==> config.mk <==
export PLATFORM = sky130hd
export DESIGN_NAME = hazard_stall_ctrl
export DESIGN_NICKNAME = d
export VERILOG_FILES = /design/src/rtl/hazard_stall_ctrl.sv
export SDC_FILE = /design/constraint.sdc
export NUM_CORES = 1
export LEC_CHECK = 0
export CAP_MARGIN = 25
export CORE_MARGIN = 4
export CORE_UTILIZATION = 39
export CTS_CLUSTER_DIAMETER = 40
export DETAILED_ROUTE_END_ITERATION = 6
export MAX_ROUTING_LAYER = met4
export PLACE_DENSITY = 0.82
export SLEW_MARGIN = 20
export SYNTH_ARGS = -nofsm -noshare
export SYNTH_HDL_FRONTEND = slang
export SYNTH_SLANG_ARGS = --single-unit
==> constraint.sdc <==
create_clock -name clk -period 2.55 [get_ports clk]
set_input_delay 0.255 -clock clk [delete_from_list [all_inputs] [get_ports clk]]
set_output_delay 0.255 -clock clk [all_outputs]
set_load 0.02 [all_outputs]
==> src/rtl/hazard_stall_ctrl.sv <==
// hazard_stall_ctrl: load-use / MDU interlock detection, PC & IF-ID enables,
// IF-ID/ID-EX flushes, multi-cycle MDU busy FSM and saturating stall counter.
module hazard_stall_ctrl #(
  parameter int MUL_LATENCY = 4,
  parameter int DIV_LATENCY = 32,
  parameter int CNT_WIDTH   = 16
) (
  input  logic                 clk,
  input  logic                 reset,
  input  logic [31:0]          IR_IF_ID_out,
  input  logic [31:0]          IR_ID_EX_out,
  input  logic                 MemRead_ID_EX_out,
  input  logic [1:0]           RegDst_ID_EX_out,
  input  logic                 BranchTaken_EX,
  output logic                 PCWrite,
  output logic                 IF_ID_Write,
  output logic                 IF_ID_Flush,
  output logic                 ID_EX_Flush,
  output logic                 md_start,
  output logic                 md_busy,
  output logic                 md_done,
  output logic [CNT_WIDTH-1:0] stall_count
);

  typedef enum logic [1:0] {
    IDLE = 2'd0,
    BUSY = 2'd1,
    DONE = 2'd2
  } mdState_t;

  localparam int LMAX =
    (DIV_LATENCY > MUL_LATENCY) ? DIV_LATENCY : MUL_LATENCY;
  localparam int CW =
    ($clog2(LMAX) > 6) ? $clog2(LMAX) : 6;
  localparam logic [CW-1:0] DIV_LOAD = CW'(DIV_LATENCY - 1);
  localparam logic [CW-1:0] MUL_LOAD = CW'(MUL_LATENCY - 1);

  mdState_t      state, stateNext;
  logic [CW-1:0] cnt, cntNext;

  logic [5:0] opId, functId, opEx, functEx;
  logic [4:0] rsId, rtId, exDest;
  logic       usesRs, usesRt;
  logic       isMdEx, isDivEx, isMdId, isHiloId;
  logic       loadUse, mdHazard;
  logic       unusedBits;

  assign opId    = IR_IF_ID_out[31:26];
  assign functId = IR_IF_ID_out[5:0];
  assign rsId    = IR_IF_ID_out[25:21];
  assign rtId    = IR_IF_ID_out[20:16];
  assign opEx    = IR_ID_EX_out[31:26];
  assign functEx = IR_ID_EX_out[5:0];

  assign unusedBits = ^{IR_IF_ID_out[15:6],
                        IR_ID_EX_out[25:21],
                        IR_ID_EX_out[10:6]};

  // Shift-immediate forms take their source from rt only.
  assign usesRs = !((opId == 6'h02) || (opId == 6'h03) ||
                    (opId == 6'h0F) ||
                    ((opId == 6'h00) &&
                     ((functId == 6'h00) ||
                      (functId == 6'h02) ||
                      (functId == 6'h03))));

  assign usesRt = (opId == 6'h00) || (opId == 6'h04) ||
                  (opId == 6'h05) || (opId == 6'h2B);

  always_comb begin
    exDest = 5'd31;
    unique case (RegDst_ID_EX_out)
      2'b00:   exDest = IR_ID_EX_out[20:16];
      2'b01:   exDest = IR_ID_EX_out[15:11];
      default: exDest = 5'd31;
    endcase
  end

  assign isMdEx   = (opEx == 6'h00) &&
                    (functEx >= 6'h18) && (functEx <= 6'h1B);
  assign isDivEx  = (functEx == 6'h1A) || (functEx == 6'h1B);
  assign isMdId   = (opId == 6'h00) &&
                    (functId >= 6'h18) && (functId <= 6'h1B);
  assign isHiloId = (opId == 6'h00) &&
                    (functId >= 6'h10) && (functId <= 6'h13);

  assign loadUse = MemRead_ID_EX_out && (exDest != 5'd0) &&
                   (((exDest == rsId) && usesRs) ||
                    ((exDest == rtId) && usesRt));

  assign md_start = reset && isMdEx && (state == IDLE) &&
                    !BranchTaken_EX;

  // DONE does not interlock: HI/LO is already valid then.
  assign mdHazard = (md_start || (state == BUSY)) &&
                    (isMdId || isHiloId);

  always_ff @(posedge clk or negedge reset) begin
    if (!reset) begin
      state <= IDLE;
      cnt   <= '0;
    end else begin
      state <= stateNext;
      cnt   <= cntNext;
    end
  end

  always_comb begin
    stateNext = state;
    cntNext   = cnt;
    case (state)
      IDLE: begin
        if (md_start) begin
          stateNext = BUSY;
          cntNext   = isDivEx ? DIV_LOAD : MUL_LOAD;
        end
      end
      BUSY: begin
        if (cnt != '0) cntNext = cnt - CW'(1);
        else           stateNext = DONE;
      end
      DONE:    stateNext = IDLE;
      default: stateNext = IDLE;
    endcase
  end

  always_comb begin
    PCWrite     = 1'b1;
    IF_ID_Write = 1'b1;
    IF_ID_Flush = 1'b0;
    ID_EX_Flush = 1'b0;
    md_busy     = (state == BUSY);
    md_done     = (state == DONE);
    priority case (1'b1)
      !reset: begin
      end
      BranchTaken_EX: begin
        IF_ID_Flush = 1'b1;
        ID_EX_Flush = 1'b1;
      end
      (loadUse || mdHazard): begin
        PCWrite     = 1'b0;
        IF_ID_Write = 1'b0;
        ID_EX_Flush = 1'b1;
      end
      default: begin
      end
    endcase
  end

  always_ff @(posedge clk or negedge reset) begin
    if (!reset) begin
      stall_count <= '0;
    end else if (!PCWrite && (stall_count != '1)) begin
      stall_count <= stall_count + CNT_WIDTH'(1);
    end
  end

endmodule

# Yosys cells after proc, flatten, opt, wreduce, memory -nomap -nowiden
# Cells that the tools add are included.
# op_classes
n_mul	0
magnitude_cmp	6
n_bitwise	0
div	0
n_reduce_logical	42
muxes	16
n_addsub	2
eq_ne	19
shifts	0
# op_table
op	n
== test 6 x 2 -> 1 bit, second input constant	4
greater-or-equal comparator 6 x 5 -> 1 bit, second input constant	3
less-or-equal comparator 6 x 5 -> 1 bit, second input constant	3
zero test 6 bit	3
adder 16 x 1 -> 16 bit, second input constant	1
logical AND 1 bit	16
inequality test 16 bit, second input constant	1
logical OR 1 bit	13
== test 6 x 3 -> 1 bit, second input constant	2
== test 6 x 5 -> 1 bit, second input constant	2
two-way mux 6 bit	2
one-hot mux 6 bit (2 select lines)	1
== test 5 bit	2
one-hot mux 5 bit (2 select lines)	1
two-way mux 1 bit	8
== test 6 x 4 -> 1 bit, second input constant	1
== test 6 bit, second input constant	1
nonzero test 6 bit	1
subtractor 6 x 1 -> 6 bit, second input constant	1
two-way mux 5 bit	1
nonzero test 5 bit	1
== test 2 x 1 -> 1 bit, second input constant	2
zero test 2 bit	2
two-way mux 2 bit	2
8 further kinds	11
# word_totals
register_bits	24
n_memories	0
latchBits	0
rom_bits	0
in_bits	70
ram_bits	0
elab_cells	88
output_inout_bits	23

# Longest topological paths before layout
# Gate-level depths: netlist of run 1.
# depth
depth_word	15
depth_mapped	10
depth_no_buf	7

# Least setup slack after synthesis of run 1
# No wires, ideal clock.
# synth_timing
path_type	flip-flop to output port
from	reg state[0]
to	out PCWrite
required_ps	2295
arrival_time_ps	2076
path_slack_ps	219
path_stages_with_launch	10
n_path_buf	4
path_cell_list	dfrtp_1 > nor4_1 > and4_1 > clkbuf_1 > o2111a_1 > a211o_1 > buf_6 > buf_6 > nand2_1 > buf_4
# synth_between
elab_chain_len	9
elab_cells_between_ends	10
classes_between	1 x eq/ne; 3 x mux; 6 x reduce/logical
# synth_rtl
item	line	rtl
from (decl)	38	mdState_t state, stateNext;
from (signal assigned)	103	state <= stateNext;
zero test 2 bit	91	assign md_start = reset && isMdEx && (state == IDLE) &&
logical AND 1 bit (2 in a row)	91	
named net md_start	19	output logic md_start,
logical OR 1 bit	95	assign mdHazard = (md_start || (state == BUSY)) &&
logical AND 1 bit	95	
logical OR 1 bit	141	(loadUse || mdHazard): begin
two-way mux 1 bit (3 in a row)	--	
to (decl)	15	output logic PCWrite,
# The timed path passes the listed nets, and every way through them passes these cells.

# Final worst setup path of run 1
# layout_timing
from	in IR_IF_ID_out[27]
to	out ID_EX_Flush
# layout_between
elab_chain_len	12
elab_cells_between_ends	29
classes_between	6 x eq/ne; 3 x mux; 20 x reduce/logical
# layout_rtl
item	line	rtl
from (decl)	10	input logic [31:0] IR_IF_ID_out,
== test 6 x 2 -> 1 bit	60	assign usesRs = !((opId == 6'h02) || (opId == 6'h03) ||
logical OR 1 bit (2 in a row)	60	
logical OR 1 bit	61	(opId == 6'h0F) ||
zero test 1 bit	60	
logical AND 1 bit	88	(((exDest == rsId) && usesRs) ||
logical OR 1 bit	88	
logical AND 1 bit	87	assign loadUse = MemRead_ID_EX_out && (exDest != 5'd0) &&
logical OR 1 bit *	141	
two-way mux 1 bit * (3 in a row)	134	priority case (1'b1)
to (decl)	18	output logic ID_EX_Flush,
# Every way passes the cells marked *; elsewhere a longest branch is shown, timed or not.

==> results.py, run 1 <==
metrics = {
    "route": {
        "routed_wire_length_um": 4460,
        "route.antenna.remaining_nets": 0,
        "drc": 0,
        "routed_wire_length_per_instance_um": 13.7,
        "drt-vias-per-instance": 5.36,
        "firstDrtPassIters": 4,
        "drt_first_iter_violations": 108,
        "num_vias": 1746,
    },
    "clock_network": {
        "clkLatencyLatePin_ps": 270,
        "cts_tree": "done",
        "cts.repair_timing.setup_buffer_count": 0,
        "cts_root_buffer_type": "sky130_fd_sc_hd__clkbuf_8",
        "max-clock-path-buffers": 2,
        "tritoncts.num_buffers": 3,
        "cts.sinks": 24,
        "cts-htree-levels": 1,
        "hold_buffers": 0,
        "clock_pin_slew_worst_setup_and_hold_paths_ps": 80,
    },
    "power": {
        "total_power_mw": 1.02,
        "cellPowerDensity_mw_per_mm2": 392,
        "leakage_nw": 1.10,
        "ir_worst_vdd_mv": 0.213,
    },
    "place": {
        "io_buffers": 71,
        "post-dp-hpwl_um": 3640,
        "globalplace.congestion": 0.915,
        "dp_cells": 322,
        "area_of_placed_instances_mm2": 0.00256,
    },
    "critical_path": {
        "end_kind": "output port",
        "crit-reg2reg-capture": "stall_count[12]$_DFFE_PN0P_",
        "r2r-start": "state[0]$_DFFE_PN0P_",
        "cp_launch_type": "primary input",
        "worst-r2r-cell-count": 7,
        "arrival_ps": 2200,
        "regToRegSetupSlack_ps": 480,
        "timing.setup.critical_path_class": "primary input to output port",
        "critPathRequiredTime_ps": 2300,
        "critical_path.endpoint": "ID_EX_Flush",
        "crit_path_max_fanout": 3,
        "critPathLaunch": "IR_IF_ID_out[27]",
    },
    "grt": {
        "grt_pass1_vias": 1709,
        "overall_global_routing_usage_pct": 16.3,
        "pin_count_of_the_biggest_net_entering_global_routing": 27,
        "grt_antenna_before_repair": 0,
        "overflow": 0,
        "first_pass_grt_wire_length_um": 7160,
    },
    "sta": {
        "relSlewSlack_pct": 70.1,
        "layout_worst_path_cycle_share_pct": 96.2,
        "final.min_clock_period_ps": 2450,
        "final_hold_viol_count": 0,
        "final.setup_skew_ps": 7.42,
        "rsz_0062_raised_after_global_routing": "no",
        "maxClockFrequency_mhz": 408,
        "worst-slew-pin-transition_ps": 446,
        "hold-worst-slack_ps": 387,
        "report.final.setup_viol": 0,
        "finalMaxSlewViolations": 0,
    },
    "final_layout": {
        "final-seq-area_um2": 601,
        "final_design_area_no_fill_mm2": 0.00261,
        "multi_input_comb_area_mm2": 0.00107,
        "n_antenna_cell": 0,
        "area_growth_syn_to_layout_pct": 50.2,
        "final.fill_count": 378,
        "layout.cells.non_filler": 326,
        "most_common_library_cell_in_the_layout_ignoring_fill_and_taps": "sky130_fd_sc_hd__clkdlybuf4s50_1",
        "post_route_cells_drive_above_1_share_pct": 13.1,
        "design.final.nets": 348,
        "most-common-layout-cells": "sky130_fd_sc_hd__clkdlybuf4s50_1 (67), sky130_fd_sc_hd__dfrtp_1 (24), sky130_fd_sc_hd__nor2_1 (21)",
    },
    "logic_synthesis": {
        "number_of_synthesized_flops_with_an_enable_pin": 0,
        "synth_sequential_area_ratio_pct": 34.5,
        "avgSynthCellArea_um2": 8.96,
        "synthArstFlopShare_pct": 100,
        "ys_top_cells_by_area": "sky130_fd_sc_hd__dfrtp_1 (35%), sky130_fd_sc_hd__xnor2_1 (8.6%), sky130_fd_sc_hd__nor2_1 (4.5%)",
        "synth-warning-count": 0,
        "area_share_of_the_largest_cell_type_after_synthesis_pct": 34.5,
        "yosys_most_used_dff": "sky130_fd_sc_hd__dfrtp_1",
        "synthCells": 194,
        "netlist_area_mm2": 0.00174,
        "mappedNetlistNets": 267,
        "synth_seq_cells": 24,
        "synthDistinctLibCells": 45,
        "synth_area_leader_cell": "sky130_fd_sc_hd__dfrtp_1",
    },
    "worst_hold_path": {
        "hold_path.class": "primary input to asynchronous set/reset pin",
    },
    "flow_run": {
        "max_cap_viol_count": 0,
    },
    "die": {
        "dieHeight_um": 74.8,
        "design.core.area_mm2": 0.00432,
        "die_width_um": 74.8,
        "num_rows": 24,
        "starting_density_of_the_core_pct": 40.2,
        "pin_count": 93,
        "floorplan.die_area_mm2": 0.00559,
    },
    "outcome": {
        "run_status": "complete, no violations",
    },
}
[layer usage]
| layer | routed length (µm) | GRT usage [%] |
|---|---|---|
| met1 | 1900 | 20.1 |
| met2 | 2130 | 27.3 |
| met3 | 405 | 2.80 |
| met4 | 27 | 4.55 |
| met5 | 0 | - |
[area by class of cell]
| type | instances | area share (%) |
|---|---|---|
| Multi-Input combinational cell | 153 | 40.8 |
| Timing Repair Buffer | 85 | 30.5 |
| Sequential cell | 24 | 23.0 |
| Tap cell | 52 | 2.49 |
| Clock buffer | 4 | 2.11 |
| Inverter | 8 | 1.15 |
[cell families (layout without fill, tap and decap cells)]
family	Yosys count	in the layout	share of synthesized area (%)
AND/OR/NAND/NOR	94	94	31.5
AO/OA/AOI/OAI	30	30	11.4
flip-flops	24	24	34.5
XOR/XNOR	18	18	9.06
buffers and inverters	17	97	5.40
multiplexers	8	8	5.90
adder cells (fa/ha/maj)	3	3	2.16
[synthesized netlist by cell type (all sizes together), types with 6 or more instances]
master	number
nor4	6
nor2	21
nand2	7
buf	6
xnor2	17
inv	8
a21oi	9
nand3	13
and3	12
mux2	6
nand4	12
dfrtp	24
[registers in the layout, summed over array words and instances (netlist names)]
name and count:
stall_count 16, cnt 6, state 2
[what timing repair did]
action / CTS / global route
resized for setup: 11 / 7
hold endpoints to repair: 0 / 0
pin swaps: 1 / 1
setup endpoints to repair: 7 / 6
[how the worst min path moves through the flow]
stage | endpoint | slack (ps) | cells after the start
6_report | cnt[2]$_DFFE_PN0P_ | 390 | 2
5_1_grt | stall_count[12]$_DFFE_PN0P_ | 440 | 2
4_1_cts | stall_count[12]$_DFFE_PN0P_ | 390 | 2
3_5_place_dp | stall_count[4]$_DFFE_PN0P_ | 490 | 1
3_3_place_gp | stall_count[4]$_DFFE_PN0P_ | 480 | 1
2_1_floorplan | cnt[0]$_DFFE_PN0P_ | -40 | 0
[where the power goes]
group	switching [mW]	total [mW]	leakage [nW]	internal, mW
Combinational	0.154	0.324	0.746	0.170
Clock	0.121	0.259	0.0288	0.138
Sequential	0.0317	0.442	0.328	0.410
[critical path, cell delays in order]
cell,delay (ps)
sky130_fd_sc_hd__clkdlybuf4s50_1,480
sky130_fd_sc_hd__or4_1,560
sky130_fd_sc_hd__a2111oi_2,370
sky130_fd_sc_hd__a211o_1,230
sky130_fd_sc_hd__o21a_1,140
sky130_fd_sc_hd__buf_2,160
[metrics by stage]
step	utilization [%]	TNS (ps)	setup WS (ps)
after floorplan	-	0	219
after global placement	59.1	-3710	-486
after detailed placement	59.1	-4710	-520
after CTS	60.6	0	6.78
after global routing	60.4	0	5.97
final	60.4	0	96.6
No activity file was read; power rests on OpenSTA's default activity.
==> run 2: changes to the inputs <==
--- a/config.mk
+++ b/config.mk
@@ -10,6 +10,8 @@
 export CORE_UTILIZATION = 39
 export CTS_CLUSTER_DIAMETER = 40
 export DETAILED_ROUTE_END_ITERATION = 6
+export GPL_ROUTABILITY_DRIVEN = 1
+export GPL_TIMING_DRIVEN = 0
 export MAX_ROUTING_LAYER = met4
 export PLACE_DENSITY = 0.82
 export SLEW_MARGIN = 20
==> run 2 against run 1 <==
Worst setup slack barely moved. Sequential share of layout area grew 0.077 points. Clock-buffer cell count shrank 1. Hold slack better by 110 ps. Non-clock buffer count is 5 lower. Combinational power fell by 3%. Clock power decreased by 14%. Via count is 0.40% lower. Fmax barely moved. Critical path type unchanged. Largest power group unchanged. Highest routed layer unchanged.
==> results.py, run 2 (synthesis results as in run 1) <==
metrics = {
    "final_layout": {
        "largest_register_ffs": 16,
        "layout.cells.non_filler": 320,
        "final.fill_count": 385,
        "most-common-layout-cells": "sky130_fd_sc_hd__clkdlybuf4s50_1 (59), sky130_fd_sc_hd__dfrtp_1 (24), sky130_fd_sc_hd__nor2_1 (21)",
        "reg_top3": "stall_count (16), cnt (6), state (2)",
        "biggest_register": "stall_count",
        "design.final.nets": 343,
        "most_common_library_cell_in_the_layout_ignoring_fill_and_taps": "sky130_fd_sc_hd__clkdlybuf4s50_1",
        "post_route_cells_drive_above_1_share_pct": 11.9,
        "n_antenna_cell": 0,
        "area_growth_syn_to_layout_pct": 49.7,
    },
    "power": {
        "share_clk_of_total_power_pct": 22.8,
        "ir_worst_vdd_mv": 0.213,
        "power.net_switching_mw": 0.297,
        "leakage_nw": 1.12,
        "cellPowerDensity_mw_per_mm2": 376,
        "p_int_mw": 0.683,
        "seq_power_share_pct": 45.0,
        "comb_power_share_pct": 32.1,
        "sw_frac_of_total_pct": 30.3,
    },
    "die": {
        "design.core.area_mm2": 0.00432,
        "floorplan.die_area_mm2": 0.00559,
        "pin_count": 93,
        "die_width_um": 74.8,
        "dieHeight_um": 74.8,
        "starting_density_of_the_core_pct": 40.2,
        "num_rows": 24,
    },
    "grt": {
        "overflow": 0,
        "first_pass_grt_wire_length_um": 7100,
        "overall_global_routing_usage_pct": 16.3,
        "grt_pass1_vias": 1698,
        "grt_antenna_before_repair": 0,
        "pin_count_of_the_biggest_net_entering_global_routing": 25,
    },
    "sta": {
        "rsz_0062_raised_after_global_routing": "no",
        "final.setup_skew_ps": 3.76,
        "maxClockFrequency_mhz": 408,
        "hold-worst-slack_ps": 498,
        "worst-slew-pin-transition_ps": 428,
        "final_hold_viol_count": 0,
        "relSlewSlack_pct": 71.3,
        "final.min_clock_period_ps": 2450,
        "finalMaxSlewViolations": 0,
        "layout_worst_path_cycle_share_pct": 96.2,
        "report.final.setup_viol": 0,
    },
    "clock_network": {
        "cts_tree": "done",
        "cts_root_buffer_type": "sky130_fd_sc_hd__clkbuf_8",
        "clock_pin_slew_worst_setup_and_hold_paths_ps": 80,
        "clkLatencyLatePin_ps": 260,
        "max-clock-path-buffers": 2,
        "tritoncts.num_buffers": 3,
        "cts.sinks": 24,
        "cts-htree-levels": 1,
    },
    "critical_path": {
        "dominant_delay_contributor_by_cell_family_on_the_critical_path": "buffers and inverters",
        "worst_path_largest_cell_delay_ps": 420,
        "worstPathBufferInverterCount": 3,
        "arrival_ps": 2200,
        "worst_path_max_delay_cell": "sky130_fd_sc_hd__clkdlybuf4s50_1",
        "cp_launch_type": "primary input",
        "crit_path_max_fanout": 3,
        "critPathRequiredTime_ps": 2300,
        "timing.setup.critical_path_class": "primary input to output port",
        "end_kind": "output port",
        "cp_cell_sequence": "clkdlybuf4s50_1, mux2_4, or3b_1, nand4b_1, nor4_1, a211o_1, buf_6, o21a_1, buf_4",
    },
    "route": {
        "routed_wire_length_um": 4450,
        "firstDrtPassIters": 4,
        "drt-vias-per-instance": 5.43,
        "route.antenna.remaining_nets": 0,
        "routed_wire_length_per_instance_um": 13.9,
        "drc": 0,
        "num_vias": 1739,
        "drt_first_iter_violations": 119,
    },
    "flow_run": {
        "max_cap_viol_count": 0,
    },
    "place": {
        "dp_cells": 316,
        "post-dp-hpwl_um": 3460,
        "globalplace.congestion": 0.824,
        "io_buffers": 70,
    },
    "worst_hold_path": {
        "hold_path.class": "flop to flop",
    },
    "outcome": {
        "run_status": "complete, no violations",
    },
}
==> run 2: changes by cell type in the layout (fill, tap and decap cells not counted), moves of 2 or more <==
| cell | delta |
|---|---|
| sky130_fd_sc_hd__buf_2 | -2 |
| sky130_fd_sc_hd__buf_4 | -9 |
| sky130_fd_sc_hd__buf_6 | +3 |
| sky130_fd_sc_hd__clkdlybuf4s50_1 | -8 |
| sky130_fd_sc_hd__dlygate4sd2_1 | +3 |
| sky130_fd_sc_hd__dlymetal6s2s_1 | +4 |
==> run 2: layout make-up <==
type	count	area, µm²	share of cell area [%]
Sequential cell	24	601	23.1
Inverter	8	30.0	1.15
Clock buffer	3	41.3	1.59
Tap cell	52	65.1	2.50
Multi-Input combinational cell	153	1080	41.5
Timing Repair Buffer	73	732	28.1
Buffer	7	55.1	2.11
==> run 2: through the flow <==
step | TNS (ps) | power, mW | setup slack (ps) | util (%) | area [µm²]
floorplan | 0 | 0.616 | 219 | - | 1740
global placement | -22940 | 0.749 | -1630 | 57.9 | 2500
detailed placement | -4240 | 0.754 | -787 | 57.8 | 2500
CTS | 0 | 0.987 | 0.964 | 59.9 | 2590
global route | 0 | 1.04 | 8.50 | 60.2 | 2600
finish | 0 | 0.980 | 96.4 | 60.2 | 2600
==> run 2: power by group through the flow <==
stage	clock network [mW]	logic, mW	registers [mW]
6_report	0.224	0.315	0.441
4_1_cts	0.231	0.315	0.441
5_1_grt	0.241	0.352	0.447
3_3_place_gp	0	0.302	0.447
2_1_floorplan	0	0.167	0.448
3_5_place_dp	0	0.305	0.449
==> run 2: per-layer routing <==
metal	vias to the layer above	GRT usage (%)	routed length [µm]
met5	-	-	0
met4	0	2.96	37
met3	4	3.74	422
met2	75	29.1	2170
met1	808	18.9	1830
li1	852	-	-
==> run 2: timing repair <==
| item | 4_1_cts | 5_1_grt |
|---|---|---|
| pin swaps | 3 | 4 |
| gates resized for setup | 22 | 9 |
| endpoints found under the setup margin | 4 | 4 |
| hold endpoints to repair | 24 | 0 |
| hold buffers | 2 | 0 |
| setup buffers | 1 | 0 |
==> run 2: path summary, 6_finish.rpt <==
check	startpoint	end	slack (ps)	cells after the start
setup / recovery	IR_ID_EX_out[16]	ID_EX_Flush	100	9
hold / removal	stall_count[4]$_DFFE_PN0P_	stall_count[4]$_DFFE_PN0P_	500	1
setup reg to reg	state[0]$_DFFE_PN0P_	stall_count[12]$_DFFE_PN0P_	270	9
hold reg to reg	stall_count[4]$_DFFE_PN0P_	stall_count[4]$_DFFE_PN0P_	500	1
max in group asynchronous	reset	cnt[5]$_DFFE_PN0P_	1860	3
min in group asynchronous	reset	state[0]$_DFFE_PN0P_	550	3
==> run 3: changes to the inputs <==
--- a/config.mk
+++ b/config.mk
@@ -11,9 +11,11 @@
 export CTS_CLUSTER_DIAMETER = 40
 export DETAILED_ROUTE_END_ITERATION = 6
 export GPL_ROUTABILITY_DRIVEN = 1
-export GPL_TIMING_DRIVEN = 0
+export GPL_TIMING_DRIVEN = 1
+export HOLD_SLACK_MARGIN = 0.03
 export MAX_ROUTING_LAYER = met4
 export PLACE_DENSITY = 0.82
+export REMOVE_ABC_BUFFERS = 1
 export SLEW_MARGIN = 20
 export SYNTH_ARGS = -nofsm -noshare
 export SYNTH_HDL_FRONTEND = slang
==> run 3 against run 2 <==
Clock power is 15% higher. Critical endpoint is now stall_count[12]$_DFFE_PN0P_. Power is 5.8% higher. Sequential cell count stayed put. First-iteration DRC count is 27% higher. Largest cell class unchanged.
==> results.py, run 3 (synthesis results as in run 1) <==
metrics = {
    "grt": {
        "grt_antenna_before_repair": 0,
        "pin_count_of_the_biggest_net_entering_global_routing": 27,
        "grt_pass1_vias": 1659,
        "overall_global_routing_usage_pct": 16.2,
        "first_pass_grt_wire_length_um": 6910,
        "overflow": 0,
    },
    "clock_network": {
        "cts-htree-levels": 1,
        "cts_root_buffer_type": "sky130_fd_sc_hd__clkbuf_8",
        "clock_pin_slew_worst_setup_and_hold_paths_ps": 90,
        "max-clock-path-buffers": 2,
        "cts.sinks": 24,
        "cts_tree": "done",
        "tritoncts.num_buffers": 3,
        "clkLatencyLatePin_ps": 270,
    },
    "sta": {
        "finalMaxSlewViolations": 0,
        "worst-slew-pin-transition_ps": 455,
        "final_hold_viol_count": 0,
        "rsz_0062_raised_after_global_routing": "no",
        "layout_worst_path_cycle_share_pct": 94.8,
        "report.final.setup_viol": 0,
        "relSlewSlack_pct": 69.5,
        "maxClockFrequency_mhz": 414,
        "final.min_clock_period_ps": 2420,
        "final.setup_skew_ps": 10.3,
    },
    "critical_path": {
        "timing.setup.critical_path_class": "primary input to flop",
        "crit-reg2reg-capture": "stall_count[12]$_DFFE_PN0P_",
        "arrival_ps": 2580,
        "critPathRequiredTime_ps": 2710,
        "cp_launch_type": "primary input",
        "critical_path.endpoint": "stall_count[12]$_DFFE_PN0P_",
        "end_kind": "flop",
        "regToRegSetupSlack_ps": 450,
        "worst-r2r-cell-count": 7,
        "critPathLaunch": "IR_IF_ID_out[28]",
        "r2r-start": "state[0]$_DFFE_PN0P_",
        "crit_path_max_fanout": 15,
    },
    "route": {
        "drt-vias-per-instance": 5.36,
        "num_vias": 1773,
        "drt_first_iter_violations": 151,
        "routed_wire_length_per_instance_um": 13.7,
        "drc": 0,
        "routed_wire_length_um": 4520,
        "route.antenna.remaining_nets": 0,
        "firstDrtPassIters": 4,
    },
    "die": {
        "design.core.area_mm2": 0.00432,
        "die_width_um": 74.8,
        "floorplan.die_area_mm2": 0.00559,
        "num_rows": 24,
        "starting_density_of_the_core_pct": 40.2,
        "dieHeight_um": 74.8,
        "pin_count": 93,
    },
    "power": {
        "power.net_switching_mw": 0.312,
        "cellPowerDensity_mw_per_mm2": 387,
        "share_clk_of_total_power_pct": 24.9,
        "leakage_nw": 1.14,
        "seq_power_share_pct": 42.6,
        "comb_power_share_pct": 32.5,
        "p_int_mw": 0.725,
        "sw_frac_of_total_pct": 30.1,
        "ir_worst_vdd_mv": 0.281,
    },
    "final_layout": {
        "largest_register_ffs": 16,
        "final.fill_count": 368,
        "design.final.nets": 353,
        "post_route_cells_drive_above_1_share_pct": 16.1,
        "postLayoutCoreUtil_pct": 62.0,
        "most_common_library_cell_in_the_layout_ignoring_fill_and_taps": "sky130_fd_sc_hd__clkdlybuf4s50_1",
        "reg_top3": "stall_count (16), cnt (6), state (2)",
        "final_design_area_no_fill_mm2": 0.00268,
        "n_antenna_cell": 0,
        "area_growth_syn_to_layout_pct": 54.2,
        "most-common-layout-cells": "sky130_fd_sc_hd__clkdlybuf4s50_1 (66), sky130_fd_sc_hd__dfrtp_1 (24), sky130_fd_sc_hd__nor2_1 (21)",
        "biggest_register": "stall_count",
    },
    "flow_run": {
        "max_cap_viol_count": 0,
    },
    "place": {
        "globalplace.congestion": 0.931,
        "post-dp-hpwl_um": 3630,
        "io_buffers": 71,
        "area_of_placed_instances_mm2": 0.00259,
    },
    "worst_hold_path": {
        "hold_path.class": "primary input to asynchronous set/reset pin",
    },
    "outcome": {
        "run_status": "complete, no violations",
    },
}
[run 3: metrics by stage]
step | TNS [ps] | setup WS, ps | hold slack, ps | std cells | total power [mW]
floorplan | -404 | -91.3 | -40.6 | 185 | 0.607
global placement | -4170 | -481 | 480 | 327 | 0.761
detailed placement | -4890 | -502 | 490 | 327 | 0.776
CTS | -12.8 | -6.69 | 406 | 331 | 1.03
global route | 0 | 43.6 | 433 | 331 | 1.08
finish | 0 | 132 | 380 | 331 | 1.04
[run 3: timing repair]
item / CTS / global route
resized for setup: 7 / 13
endpoints found under the hold margin: 0 / 0
hold buffers: 0 / 0
setup buffers: 0 / 0
pin swaps: 1 / 3
setup endpoints to repair: 7 / 5
[run 3: worst min path at each step]
stage / start / to / slack (ps) / depth (start not counted)
2_1_floorplan: reset / cnt[0]$_DFFE_PN0P_ / -40 / 0
3_3_place_gp: stall_count[4]$_DFFE_PN0P_ / stall_count[4]$_DFFE_PN0P_ / 480 / 1
3_5_place_dp: stall_count[15]$_DFFE_PN0P_ / stall_count[15]$_DFFE_PN0P_ / 490 / 1
4_1_cts: reset / stall_count[1]$_DFFE_PN0P_ / 410 / 2
5_1_grt: reset / stall_count[6]$_DFFE_PN0P_ / 430 / 2
6_report: reset / stall_count[6]$_DFFE_PN0P_ / 380 / 2
[run 3: power by group through the flow]
| stage | combinational (mW) | sequential, mW | clock [mW] |
|---|---|---|---|
| 3_3_place_gp | 0.316 | 0.446 | 0 |
| 2_1_floorplan | 0.159 | 0.448 | 0 |
| 4_1_cts | 0.331 | 0.441 | 0.260 |
| 6_report | 0.337 | 0.442 | 0.258 |
| 3_5_place_dp | 0.329 | 0.447 | 0 |
| 5_1_grt | 0.364 | 0.445 | 0.274 |
[run 3: critical path, cell delays in order]
cell and delay [ps]:
sky130_fd_sc_hd__clkdlybuf4s50_1 520, sky130_fd_sc_hd__nor2b_1 70, sky130_fd_sc_hd__or4_4 420, sky130_fd_sc_hd__a2111oi_2 370, sky130_fd_sc_hd__a211o_1 250, sky130_fd_sc_hd__buf_4 250
sky130_fd_sc_hd__nand4_1 130, sky130_fd_sc_hd__mux2_1 320
[run 3: area by class of cell]
class                   instances  area (µm²)  area share [%]
clock buffers                   4        55.1            2.05
flip-flops and latches         24         601            22.4
inverters                       8        30.0            1.12
multi-input cells             153        1090            40.7
well taps                      52        65.1            2.43
repair buffers                 90         840            31.3
[run 3: layer usage]
metal	up-vias	wire, µm	global-route usage, %
met1	821	1770	17.5
met2	72	2300	29.9
li1	875	-	-
met5	-	0	-
met3	5	411	2.67
met4	0	44	5.53
